[config.mk]
export PLATFORM = sky130hd
export DESIGN_NAME = flow_led_ctrl_flat
export DESIGN_NICKNAME = d
export VERILOG_FILES = /design/src/rtl/flow_led_ctrl_if.sv /design/src/rtl/flow_led_ctrl.sv /design/src/flat_wrapper.sv
export SDC_FILE = /design/constraint.sdc
export NUM_CORES = 1
export LEC_CHECK = 0
export ABC_AREA = 1
export CORE_ASPECT_RATIO = 0.75
export CORE_MARGIN = 4
export CORE_UTILIZATION = 30
export DETAILED_ROUTE_END_ITERATION = 7
export MAX_ROUTING_LAYER = met4
export PLACE_DENSITY_LB_ADDON = 0.12
export SLEW_MARGIN = 10
export SYNTH_ARGS = -nofsm -noshare
export SYNTH_HDL_FRONTEND = slang
export SYNTH_SLANG_ARGS = --single-unit
[constraint.sdc]
create_clock -name clk -period 4.2 [get_ports clk]
set_input_delay 0.84 -clock clk [delete_from_list [all_inputs] [get_ports clk]]
set_output_delay 0.84 -clock clk [all_outputs]
set_load 0.005 [all_outputs]
[src/rtl/flow_led_ctrl_if.sv]
// flow_led_ctrl_if
// Groups the control inputs and status outputs of the flowing-LED sequencer.
// The sequencer sits on the slave side. A board wrapper or a bench sits on the master side.
//   start     : begin a sequence from idle (level-sampled)
//   stop      : return to idle from any state (level-sampled)
//   pause     : freeze the sequence while high
//   dir_sel   : pattern select (00 left, 01 right, 10 bounce, 11 left)
//   led_out   : one-hot lit LED, or all zero
//   step_done : one-cycle pulse in the first cycle of each new position
//   busy      : high whenever the sequencer is not idle
interface flow_led_ctrl_if #(
  parameter int LED_NUM = 4
);
  logic               start;
  logic               stop;
  logic               pause;
  logic [1:0]         dir_sel;
  logic [LED_NUM-1:0] led_out;
  logic               step_done;
  logic               busy;

  modport master (
    output start, stop, pause, dir_sel,
    input  led_out, step_done, busy
  );

  modport slave (
    input  start, stop, pause, dir_sel,
    output led_out, step_done, busy
  );
endinterface

[src/rtl/flow_led_ctrl.sv]
// flow_led_ctrl
// Steps a single lit position across LED_NUM LEDs. Each position is held for T_STEP
// cycles and is lit only for the first T_ON of them. One shared step counter drives
// every LED, so all LEDs stay phase-locked.
// Ports:
//   clk : single clock, rising edge
//   rst : synchronous, active-high reset
//   bus : flow_led_ctrl_if slave (start/stop/pause/dir_sel in; led_out/step_done/busy out)
module flow_led_ctrl #(
  parameter int LED_NUM = 4,
  parameter int CNT_W   = 25,
  parameter int T_STEP  = 25_000_000,
  parameter int T_ON    = 6_250_000
) (
  input logic            clk,
  input logic            rst,
  flow_led_ctrl_if.slave bus
);

  localparam int POS_W = (LED_NUM > 2) ? $clog2(LED_NUM) : 1;

  localparam logic [1:0] IDLE = 2'd0;
  localparam logic [1:0] RUN  = 2'd1;
  localparam logic [1:0] HOLD = 2'd2;

  localparam logic [1:0] DIR_RIGHT  = 2'b01;
  localparam logic [1:0] DIR_BOUNCE = 2'b10;

  localparam logic [POS_W-1:0] LAST_POS = POS_W'(LED_NUM - 1);
  localparam logic [POS_W-1:0] PEN_POS  = POS_W'(LED_NUM - 2);
  localparam logic [CNT_W-1:0] CNT_LAST = CNT_W'(T_STEP - 1);
  localparam logic [CNT_W-1:0] CNT_ON   = CNT_W'(T_ON);
  // When T_ON equals T_STEP, T_ON itself may not fit in CNT_W bits, so the
  // "always lit" case is handled separately rather than through the compare.
  localparam bit ALWAYS_ON = (T_ON >= T_STEP);

  logic [1:0]         state;
  logic [CNT_W-1:0]   count;
  logic [POS_W-1:0]   pos;
  logic [1:0]         dir_lat;
  logic               bounce_up;
  logic               step_done;
  logic [POS_W-1:0]   next_pos;
  logic               next_bounce_up;
  logic [LED_NUM-1:0] led_vec;

  // Work out where the lit position moves on a step wrap.
  // The pattern comes from the direction latched at start, so later dir_sel
  // changes cannot disturb a running sequence. Bounce turns around at the
  // end LEDs, and bounce_up records which way it is currently heading.
  always_comb begin
    next_pos       = pos;
    next_bounce_up = bounce_up;
    case (dir_lat)
      DIR_RIGHT: next_pos = (pos == '0) ? LAST_POS : pos - POS_W'(1);
      DIR_BOUNCE: begin
        if (bounce_up) begin
          next_pos = pos + POS_W'(1);
          if (pos == PEN_POS) next_bounce_up = 1'b0;
        end else begin
          next_pos = pos - POS_W'(1);
          if (pos == POS_W'(1)) next_bounce_up = 1'b1;
        end
      end
      default: next_pos = (pos == LAST_POS) ? '0 : pos + POS_W'(1);
    endcase
  end

  // Main sequencer state.
  // Stop beats pause, and pause beats start. The edge that releases a pause
  // counts like an ordinary RUN edge (it may even wrap and advance). This means
  // each paused cycle stretches the step by exactly one cycle, and the lit time
  // outside the pause stays at T_ON. step_done is raised only on a real RUN wrap,
  // so a stop or pause on the wrap edge swallows the pulse.
  always_ff @(posedge clk) begin
    if (rst) begin
      state     <= IDLE;
      count     <= '0;
      pos       <= '0;
      dir_lat   <= 2'b00;
      bounce_up <= 1'b1;
      step_done <= 1'b0;
    end else begin
      step_done <= 1'b0;
      case (state)
        IDLE: begin
          count <= '0;
          if (bus.start && !bus.stop) begin
            dir_lat   <= bus.dir_sel;
            bounce_up <= 1'b1;
            pos       <= (bus.dir_sel == DIR_RIGHT) ? LAST_POS : '0;
            state     <= bus.pause ? HOLD : RUN;
          end
        end
        RUN, HOLD: begin
          if (bus.stop) begin
            state <= IDLE;
            count <= '0;
          end else if (bus.pause) begin
            state <= HOLD;
          end else begin
            state <= RUN;
            if (count == CNT_LAST) begin
              count     <= '0;
              pos       <= next_pos;
              bounce_up <= next_bounce_up;
              step_done <= 1'b1;
            end else begin
              count <= count + CNT_W'(1);
            end
          end
        end
        default: begin
          state <= IDLE;
          count <= '0;
        end
      endcase
    end
  end

  // Output decode, which uses registered state only.
  // The LED is lit during the early part of each step and stays dark for the
  // rest of the step. While paused, the LED shows whatever the frozen count
  // implies.
  always_comb begin
    led_vec = '0;
    if (state != IDLE && (ALWAYS_ON || count < CNT_ON)) led_vec[pos] = 1'b1;
  end

  assign bus.led_out   = led_vec;
  assign bus.busy      = (state != IDLE);
  assign bus.step_done = step_done;

endmodule

[src/flat_wrapper.sv]
// flat-port wrapper written by rule: the top's interface ports become plain ports
module flow_led_ctrl_flat 
#(
  parameter int LED_NUM = 4,
  parameter int CNT_W   = 25,
  parameter int T_STEP  = 25_000_000,
  parameter int T_ON    = 6_250_000
)
  (clk, rst, bus_start, bus_stop, bus_pause, bus_dir_sel, bus_led_out, bus_step_done, bus_busy);
  flow_led_ctrl_if #(.LED_NUM(LED_NUM)) bus_i ();
  input logic clk;
  input logic rst;
  input wire logic [$bits(bus_i.start)-1:0] bus_start;
  input wire logic [$bits(bus_i.stop)-1:0] bus_stop;
  input wire logic [$bits(bus_i.pause)-1:0] bus_pause;
  input wire logic [$bits(bus_i.dir_sel)-1:0] bus_dir_sel;
  output wire logic [$bits(bus_i.led_out)-1:0] bus_led_out;
  output wire logic [$bits(bus_i.step_done)-1:0] bus_step_done;
  output wire logic [$bits(bus_i.busy)-1:0] bus_busy;
  assign bus_i.start = bus_start;
  assign bus_i.stop = bus_stop;
  assign bus_i.pause = bus_pause;
  assign bus_i.dir_sel = bus_dir_sel;
  assign bus_led_out = bus_i.led_out;
  assign bus_step_done = bus_i.step_done;
  assign bus_busy = bus_i.busy;
  flow_led_ctrl #(.LED_NUM(LED_NUM), .CNT_W(CNT_W), .T_STEP(T_STEP), .T_ON(T_ON)) u_core (.clk(clk), .rst(rst), .bus(bus_i));
endmodule
### After elaboration in Yosys (flattened, before gate mapping)

Index checks and enable logic that the tools add are counted.

* $add $sub $neg: 3
* order comparisons: 3
* equal/unequal tests: 14
* muxes and demuxes: 28
* bitwise gates (word level): 1
* reductions and logical operators: 14

Operator list (count)
* 25-bit by 1-bit adder with 25-bit output, second input constant: 1
* 25-bit equality test, second input constant: 1
* 25-bit by 23-bit less-than comparator with 1-bit output, second input constant: 1
* 25-bit 2-to-1 mux: 1
* 2-bit 2-to-1 mux: 11
* 2-bit one-hot mux with 2 select lines: 3
* 1-bit 2-to-1 mux: 10
* 2-bit by 1-bit equality test with 1-bit output, second input constant: 4
* 2-bit equality test, second input constant: 4
* 2-bit inequality test, second input constant: 3
* 6-bit AND reduction: 1
* 5-bit AND reduction: 1
* 2-bit logical NOT: 2
* 4-bit 2-to-1 mux: 1
* 2-bit by 1-bit inequality test with 1-bit output, second input constant: 2
* 2-bit nonzero test: 2
* 4-bit OR reduction: 1
* 1-bit logical AND: 3
* 2-bit by 3-bit less-than comparator with 1-bit output, second input constant: 1
* 3-bit OR reduction: 1
* 2-bit by 1-bit adder with 2-bit output, second input constant: 1
* 1-bit demux with 2-bit select: 1
* 2-bit by 1-bit >= comparator with 1-bit output, second input constant: 1
* 1-bit one-hot mux with 2 select lines: 1
* 5 further kinds: 5

* register bits after elaboration: 33
* input bits: 7
* output and inout port bits: 6
* logic and storage cells: 69

### Logic depth before layout (Yosys ltp)

Gate-level depths: netlist of run 1.

* depth in word-level cells: 8
* gate-level depth with buffers: 10
* depth with buffers taken out: 10

### Worst setup path after synthesis of run 1

OpenSTA, ideal clock, no wires.

* path kind: register to output
* from: register u_core.count[9]
* to: output bus_led_out[0]
* arrival time: 1066 ps
* data required time: 3360 ps
* setup slack: 2294 ps
* stages on the path, launching flop included: 8
* path buffers: 0
* cell sequence: dfxtp_1 > inv_2 > nor3_4 > nand3_1 > nand3_1 > nand3_1 > nand2_1 > nor2_1

* word-level cells in the longest chain between the ends: 3

RTL lines
* from (decl): line flow_led_ctrl.sv:38 `logic [CNT_W-1:0] count;`
* from (signal assigned): line flow_led_ctrl.sv:109 `count <= count + CNT_W'(1);`
* 25-bit by 23-bit less-than comparator with 1-bit output: line flow_led_ctrl.sv:127 `if (state != IDLE && (ALWAYS_ON || count < CNT_ON)) led_vec[pos] = 1'b1;`
* 1-bit logical AND: line flow_led_ctrl.sv:127
* 4-bit 2-to-1 mux: line flow_led_ctrl.sv:127
* to (decl): line flat_wrapper.sv:17 `output wire logic [$bits(bus_i.led_out)-1:0] bus_led_out;`

Every way passes these cells.

### Worst setup path in the final report of run 1

* from: register u_core.state[0]
* to: output bus_led_out[3]

* word-level cells in the longest chain between the ends: 3

RTL lines
* from (decl): line flow_led_ctrl.sv:37 `logic [1:0] state;`
* from (signal assigned): line flow_led_ctrl.sv:92 `state <= bus.pause ? HOLD : RUN;`
* 2-bit nonzero test: line flow_led_ctrl.sv:127
* 1-bit logical AND: line flow_led_ctrl.sv:127
* 4-bit 2-to-1 mux: line flow_led_ctrl.sv:127

Every way passes these cells.

==> results of run 1 <==
critical path: stages (launching register included):
cell	delay (ns)
dfxtp_1	0.38
inv_1	0.06
ha_1	0.25
nor4_1	0.27
nand2_1	0.18
nor2_1	0.13
clkdlybuf4s50_1	0.51
report_power, final:
part           total [uW]  internal, uW  switching [uW]
clock network         232           118             114
logic                 309           118             191
registers             361           336            25.3
kinds of logic (layout without fill, tap and decap cells):
kind of cell	Yosys count	count (layout)	share of synthesized area, %
XOR/XNOR	5	5	2.04
flip-flops	33	33	30.7
adder cells (fa/ha/maj)	9	9	5.24
AO/OA/AOI/OAI	30	30	7.57
AND/OR/NAND/NOR	202	202	44.3
buffers and inverters	54	71	10.1
how the worst min path moves through the flow:
stage	endpoint	slack, ns	cells after the start
CTS	u_core.dir_lat[1]	0.49	2
global route	u_core.dir_lat[0]	0.51	2
detailed placement	u_core.dir_lat[0]	0.48	2
finish	u_core.dir_lat[1]	0.48	2
global placement	u_core.dir_lat[1]	0.47	2
floorplan	u_core.bounce_up	0.45	2
sequential cells by signal, summed over array words and instances (netlist names):
name and count:
u_core.count 25, u_core.dir_lat 2, u_core.pos 2, u_core.state 2
u_core.bounce_up 1, u_core.bus.step_done 1
cell usage in the layout (no fill, tap or decap), types with 2 or more instances in the layout:
cell type        instances
nand2_1                 72
nor2_2                   6
o22ai_1                  2
nand2_2                  3
inv_1                   44
a21oi_1                 17
nand3_2                  3
nand3_1                 30
clkdlybuf4s50_1         12
o21ai_0                  7
clkbuf_8                 5
dfxtp_1                 33
or2_2                    2
nor2_1                  62
nor3_1                   9
nor3_4                   4
xor2_1                   3
nand4_1                  6
clkbuf_1                 3
ha_1                     9
inv_2                    5
xnor2_1                  2
layer usage:
metal	track usage [%]	vias up	share of wire [%]
li1	-	1090	-
met1	24.2	873	61
met5	-	-	0
met4	2.33	0	0.25
met2	18.6	26	35
met3	3.18	2	3.5
through the flow:
step / std cells / hold WS (ns) / total power (uW) / area, sq um / setup WS (ns)
6_report: 448 / 0.481 / 902 / 2450 / 1.30
5_1_grt: 448 / 0.515 / 984 / 2450 / 1.08
4_1_cts: 448 / 0.491 / 905 / 2450 / 1.29
3_5_place_dp: 440 / 0.480 / 671 / 2370 / 1.49
3_3_place_gp: 440 / 0.474 / 679 / 2370 / 1.52
2_1_floorplan: 333 / 0.450 / 566 / 2150 / 2.29
layout make-up:
class                           count  area (sq um)
Fill cell                         793          4450
Multi-Input combinational cell    246          1270
Sequential cell                    33           661
Inverter                           51           194
Tap cell                           98           123
Timing Repair Buffer               12           120
Clock buffer                        8          80.1
==> results.json, run 1 <==
{
  "avgSynthCellArea_sq_um": 6.46,
  "via_count": 1991,
  "cts_hold_buf": 0,
  "ioPinCount": 13,
  "ys_types": 33,
  "ys_async_sr_fraction_pct": 0,
  "synthTopCellsByCount": "nand2_1, nor2_1, inv_1",
  "synth.largest_area_cell": "dfxtp_1",
  "viasPerCell": 4.44,
  "hold_path.class": "reg2reg",
  "dp_hpwl_um": 4600,
  "clkLatencyLatePin_ns": 0.28,
  "setup_viol": 0,
  "synth-seq-area-share_pct": 30.7,
  "grt_max_degree": 11,
  "path_max_fanout": 4,
  "arrival_ns": 2.06,
  "synth_warnings": 0,
  "synth_nets": 349,
  "grt_pass1_vias": 1949,
  "root_buffer": "clkbuf_8",
  "tightest_slew_ns": 0.442,
  "clk_pin_slew_ns": 0.07,
  "fin_skew_ns": 0.00603,
  "finalSetupTns_ns": 0,
  "first_pass_iters": 4,
  "post_drt_wl_per_cell_um": 12.6,
  "synthToLayoutAreaGrowth_pct": 13.9,
  "syn_inst": 333,
  "synth_edf_count": 0,
  "die_y_um": 81.3,
  "tritoncts": "built",
  "status": "complete, no violations",
  "cellLeakagePower_uw": 0.000954,
  "crit_start": "u_core.state[0]",
  "max-cap-violations": 0,
  "cts_resized": 0,
  "r2r_end": "u_core.count[21]",
  "core_area_sq_um": 6900,
  "end_kind": "output port",
  "rsz0062_at_grt": "no",
  "hold_violations": 0,
  "chipWidth_um": 106,
  "cts_setup_buffers": 0,
  "post-route-util_pct": 35.5,
  "drc": 0,
  "die_area_sq_um": 8600,
  "ys_ff_latch": 33,
  "yosysMostFrequentCell": "nand2_1",
  "fin_crit_sh_pct": 69.1,
  "port-buffer-count": 12,
  "critPathKind": "reg2out",
  "cp.required_ns": 3.36,
  "ant_nets": 0,
  "ys.flop_type": "dfxtp_1",
  "timing.rr.start": "u_core.state[0]",
  "synth_area_leaders": "dfxtp_1, nand2_1, nor2_1",
  "clkSinkCount": 33,
  "grt_pass1_wl_um": 9850,
  "synth_top_cell_area_share_pct": 30.7,
  "finalMaxSlewViolations": 0,
  "syn-cell-area_sq_um": 2150,
  "startpoint_type": "register",
  "fin_crit_ns": 2.90,
  "cp-endpoint": "bus_led_out[3]",
  "gr-total-overflow": 0,
  "drt_iter0_drc": 152,
  "drive_gt1_share_pct": 9.43,
  "r2r_cells": 8,
  "clockBufferDepth": 2,
  "hp-start": "u_core.dir_lat[1]",
  "relSlewSlack_pct": 70.4,
  "power_density_nw_per_um2": 368,
  "peakVddDrop_uv": 113,
  "place_congestion": 0.841,
  "routed_wl_um": 5660,
  "grt_util_all_layers_pct": 15.0,
  "regToRegSetupSlack_ns": 2.45,
  "initial_core_util_pct": 31.2,
  "fin_nets": 365,
  "antenna_found_initial": 0,
  "numCtsBuffers": 5,
  "fmax_ghz": 0.345,
  "h-tree-depth": 2,
  "n_antenna_cell": 0,
  "num_rows": 26
}
Power figures use the tool's default switching activity.
==> inputs of run 2 (changes only) <==
- clock period: 4.2 -> 2.51 ns (I/O delays scaled with it)
==> run 2 against run 1 <==
Against the previous run: cell count is 0.89% higher; routed wire length grew 3.1%; sequential share of layout area down 0.29 points; combinational power is 72% higher; utilization is 0.93 points higher; sequential cell count is the same; clock skew down 0.0028 ns; register-to-register slack lost 1.7 ns; critical path type unchanged.
==> results.json, run 2 (same netlist as run 1, synthesis figures left out) <==
{
  "status": "complete, no violations",
  "chipWidth_um": 106,
  "drc": 0,
  "first_pass_iters": 4,
  "n_antenna_cell": 0,
  "drive_gt1_share_pct": 13.8,
  "die_area_sq_um": 8600,
  "hold_path.class": "reg2reg",
  "most-common-layout-cells": "nand2_1, nor2_1, inv_1",
  "gr-total-overflow": 0,
  "mostFrequentLayoutCell": "nand2_1",
  "tritoncts": "built",
  "ant_nets": 0,
  "critPathBufInv": 2,
  "regToRegSetupSlack_ns": 0.80,
  "root_buffer": "clkbuf_8",
  "startpoint_type": "register",
  "grt_max_degree": 11,
  "grt_util_all_layers_pct": 14.9,
  "fin_nets": 369,
  "numCtsBuffers": 5,
  "relSlewSlack_pct": 67.6,
  "initial_core_util_pct": 31.2,
  "path_max_fanout": 4,
  "critPathMaxStageDelay_ns": 0.50,
  "drt_iter0_drc": 162,
  "num_rows": 26,
  "clkLatencyLatePin_ns": 0.29,
  "dp_hpwl_um": 4710,
  "hold_violations": 0,
  "peakVddDrop_uv": 210,
  "whs_ns": 0.485,
  "hp-start": "u_core.dir_lat[0]",
  "die_y_um": 81.3,
  "setup_slack_ns": 0.104,
  "core_area_sq_um": 6900,
  "port-buffer-count": 12,
  "grt_pass1_wl_um": 9630,
  "fin_crit_sh_pct": 95.9,
  "post-place-ws_ns": 0.231,
  "largest_register": "u_core.count",
  "setup_viol": 0,
  "critPathTopFamily": "buffers and inverters",
  "fin_crit_ns": 2.41,
  "timing.rr.start": "u_core.count[0]",
  "largest_reg_flops": 25,
  "end_kind": "output port",
  "hold_path_depth": 2,
  "fill_cells": 757,
  "grt_pass1_vias": 1809,
  "fmax_ghz": 0.416,
  "r2r_end": "u_core.count[17]",
  "clkSinkCount": 33,
  "fin_skew_ns": 0.00325,
  "synthToLayoutAreaGrowth_pct": 16.9,
  "routed_wl_um": 5840,
  "max-cap-violations": 0,
  "hold-path-endpoint": "u_core.dir_lat[0]",
  "power_density_nw_per_um2": 606,
  "antenna_found_initial": 0,
  "h-tree-depth": 2,
  "critPathKind": "reg2out",
  "via_count": 2062,
  "finalSetupTns_ns": 0,
  "viasPerCell": 4.56,
  "place_congestion": 0.899,
  "tightest_slew_ns": 0.485,
  "cts_hold_buf": 0,
  "worstPathCellList": "inv_1, ha_2, nor4_2, nand2_2, nor2_2, clkdlybuf4s50_1",
  "finalMaxSlewViolations": 0,
  "clockBufferDepth": 2,
  "cp_slowest_cell": "clkdlybuf4s50_1",
  "clk_pin_slew_ns": 0.07,
  "cellLeakagePower_uw": 0.000980,
  "cp.required_ns": 2.01,
  "arrival_ns": 1.90,
  "r2r_cells": 10,
  "post_drt_wl_per_cell_um": 12.9,
  "ioPinCount": 13
}
==> run 2: timing repair <==
item,4_1_cts,5_1_grt
hold endpoints to repair,0,0
resized for setup,3,11
gates cloned,0,0
pin swaps,0,3
setup buffers,0,1
endpoints found under the setup margin,4,4
==> run 2: area by class of cell <==
| cell class | instances | area, sq um | share of cell area [%] |
|---|---|---|---|
| inverter | 51 | 194 | 7.72 |
| clock buffer | 8 | 80.1 | 3.19 |
| sequential | 33 | 671 | 26.7 |
| multi-input combinational | 246 | 1290 | 51.5 |
| tap | 98 | 123 | 4.88 |
| timing repair buffer | 16 | 150 | 5.98 |
==> run 2: where the power goes <==
group / internal (uW) / leakage [uW] / switching, uW / total (uW)
Clock: 197 / 0.0000395 / 194 / 391
Combinational: 208 / 0.000670 / 325 / 533
Sequential: 561 / 0.000270 / 38.8 / 600
Total: 966 / 0.000980 / 557 / 1520
==> run 2: layer usage <==
layer	share of wire [%]	vias up	track usage (%)	routed length, um
met5	0	-	-	0
met4	1.0	0	4.27	59
met3	5.1	8	2.94	296
met2	35	35	17.7	2040
met1	59	925	24.0	3440
li1	-	1094	-	-
==> run 2: per-stage QoR <==
stage               std cells  util, %  total power (uW)  cell area, sq um
floorplan                 333        -               947              2150
global placement          443     34.7              1130              2390
detailed placement        443     34.7              1120              2390
CTS                       451     36.0              1520              2480
global route              452     36.4              1640              2510
finish                    452     36.4              1520              2510
==> run 2: tightest hold or removal path: cells and delay by family, from the launching register on <==
kind	cells	cell delay (ns)
flops	1	0.31
compound gates	1	0.06
buf+inv	1	0.07
==> run 2: how the worst max path moves through the flow <==
stage | from | cells past startpoint | endpoint | slack, ns
2_1_floorplan | u_core.count[9] | 7 | bus_led_out[0] | 0.94
3_3_place_gp | u_core.count[6] | 8 | bus_led_out[2] | 0.22
3_5_place_dp | u_core.count[6] | 8 | bus_led_out[2] | 0.23
4_1_cts | u_core.state[0] | 6 | bus_led_out[2] | 0.02
5_1_grt | u_core.state[1] | 6 | bus_led_out[2] | -0.01
6_report | u_core.state[1] | 6 | bus_led_out[2] | 0.10
==> inputs of run 3 (changes only) <==
--- a/config.mk
+++ b/config.mk
@@ -9,5 +9,5 @@
 export CORE_ASPECT_RATIO = 0.75
 export CORE_MARGIN = 4
-export CORE_UTILIZATION = 30
+export CORE_UTILIZATION = 45
 export DETAILED_ROUTE_END_ITERATION = 7
 export MAX_ROUTING_LAYER = met4
==> constraint.sdc (replaced) <==
create_clock -name clk -period 2.51 [get_ports clk]
set_input_delay 0.502 -clock clk [delete_from_list [all_inputs] [get_ports clk]]
set_output_delay 0.502 -clock clk [all_outputs]
set_load 0.01 [all_outputs]
==> run 3 against run 2 <==
Against the previous run: worst setup slack gained 0.014 ns; sequential share of layout area increased by 0.28 points; sequential cell count unchanged.
==> results.json, run 3 (same netlist as run 1, synthesis figures left out) <==
{
  "p_int_uw": 991,
  "post_drt_wl_per_cell_um": 12.9,
  "fin_crit_ns": 2.39,
  "dr.max_layer_used": "met4",
  "fin_crit_sh_pct": 95.3,
  "hold_path.class": "reg2reg",
  "n_antenna_cell": 0,
  "critPathTopFamily": "simple AND/OR/NAND/NOR gates",
  "gr-total-overflow": 0,
  "clk_pin_slew_ns": 0.07,
  "routed_wl_um": 5300,
  "peakVddDrop_uv": 380,
  "mostFrequentLayoutCell": "nand2_1",
  "grt_pass1_wl_um": 9060,
  "ant_nets": 0,
  "largest_reg_flops": 25,
  "port-buffer-count": 12,
  "setup_slack_ns": 0.118,
  "cellLeakagePower_uw": 0.00101,
  "numCtsBuffers": 5,
  "viasPerCell": 4.99,
  "final-seq-area_sq_um": 667,
  "place_congestion": 0.892,
  "critPathKind": "reg2out",
  "root_buffer": "clkbuf_8",
  "cp_slowest_cell": "clkdlybuf4s50_1",
  "sw_frac_of_total_pct": 35.2,
  "clkSinkCount": 33,
  "status": "complete, no violations",
  "critPathBufInv": 1,
  "power_frac_seq_pct": 38.9,
  "cp_common_cell": "nand3_1",
  "tritoncts": "built",
  "drive_gt1_share_pct": 13.0,
  "finalSetupTns_ns": 0,
  "die_y_um": 67.9,
  "power.net_switching_uw": 539,
  "max-cap-violations": 0,
  "met1_length_um": 2910,
  "h-tree-depth": 2,
  "die_area_sq_um": 5960,
  "grt_max_degree": 11,
  "drc": 0,
  "worstPathCellList": "nand2_2, nor3_4, nand3_1, nand3_1, nand3_1, nand2_2, nor2_1, clkdlybuf4s50_1",
  "post-place-ws_ns": 0.304,
  "fin_nets": 370,
  "largest_register": "u_core.count",
  "num_rows": 21,
  "setup_viol": 0,
  "hold_violations": 0,
  "path_max_fanout": 7,
  "first_pass_iters": 4,
  "via_count": 2052,
  "chipWidth_um": 87.8,
  "initial_core_util_pct": 47.3,
  "clockBufferDepth": 2,
  "dp_hpwl_um": 4190,
  "grt_util_all_layers_pct": 20.2,
  "p_comb_share_pct": 34.5,
  "clockPowerShare_pct": 26.5,
  "arrival_ns": 1.89,
  "critPathMaxStageDelay_ns": 0.47,
  "power_uw": 1530,
  "most-common-layout-cells": "nand2_1, nor2_1, inv_1",
  "fin_skew_ns": 0.00375,
  "cp.required_ns": 2.01,
  "rsz0062_at_grt": "no",
  "end_kind": "output port",
  "wl_met2_um": 2000,
  "relSlewSlack_pct": 74.7,
  "drt_iter0_drc": 164,
  "grt_pass1_vias": 1870,
  "ioPinCount": 13,
  "fill_cells": 475,
  "synthToLayoutAreaGrowth_pct": 15.0,
  "multi_input_area_sq_um": 1290,
  "startpoint_type": "register",
  "antenna_found_initial": 0,
  "routed-wl-met3_um": 366,
  "power_density_nw_per_um2": 619,
  "finalMaxSlewViolations": 0,
  "tightest_slew_ns": 0.377,
  "core_area_sq_um": 4550,
  "fmax_ghz": 0.418,
  "clkLatencyLatePin_ns": 0.28
}
run 3: changes by cell type in the layout (fill, tap and decap cells not counted), sizes merged:
cell / change
buf: +1
clkbuf: -1
clkdlybuf4s50: -1
dlymetal6s2s: +1
run 3: metrics by stage:
step	utilization (%)	std cells	hold WS [ns]	area, sq um
after floorplan	-	333	0.450	2150
after global placement	51.5	402	0.475	2340
after detailed placement	51.5	402	0.476	2340
after CTS	53.4	409	0.487	2430
after global routing	54.4	411	0.516	2470
final	54.4	411	0.488	2470
run 3: power by group through the flow:
stage                     logic, uW  registers, uW  clock network (uW)
after floorplan                 357            600                   0
after global placement          508            606                   0
after detailed placement        505            608                   0
after CTS                       507            597                 415
after global routing            614            602                 436
final                           528            596                 406
run 3: area by class of cell:
class                           instances  share of cell area [%]
Inverter                               51                    7.84
Sequential cell                        33                    27.0
Clock buffer                            7                    3.49
Tap cell                               57                    2.88
Timing Repair Buffer                   17                    6.48
Multi-Input combinational cell        246                    52.3
run 3: layer usage:
layer	GRT usage (%)	vias to the layer above
li1	-	1097
met1	31.6	901
met2	26.8	52
met3	3.97	2
met4	2.87	0
met5	-	-
run 3: worst paths after layout:
check / cells after the start / start / slack [ns] / end
setup / recovery: 8 / u_core.count[10] / 0.12 / bus_led_out[3]
hold reg to reg: 2 / u_core.count[1] / 0.49 / u_core.count[1]
setup reg to reg: 8 / u_core.state[1] / 0.86 / u_core.count[14]
hold / removal: 2 / u_core.count[1] / 0.49 / u_core.count[1]
run 3: repair_timing:
item | CTS | global route
setup buffers | 0 | 2
endpoints found under the setup margin | 4 | 4
endpoints found under the hold margin | 0 | 0
resized for setup | 2 | 8
pin swaps | 0 | 2
hold buffers | 0 | 0
run 3: worst register-to-register path, stage by stage, from the launching register on:
cell and delay (ns):
dfxtp_1 0.36, inv_1 0.06, ha_2 0.41, nand2_1 0.11, nor2_1 0.21, nand2_4 0.15
inv_4 0.13, nand2_1 0.06, nor2_1 0.09
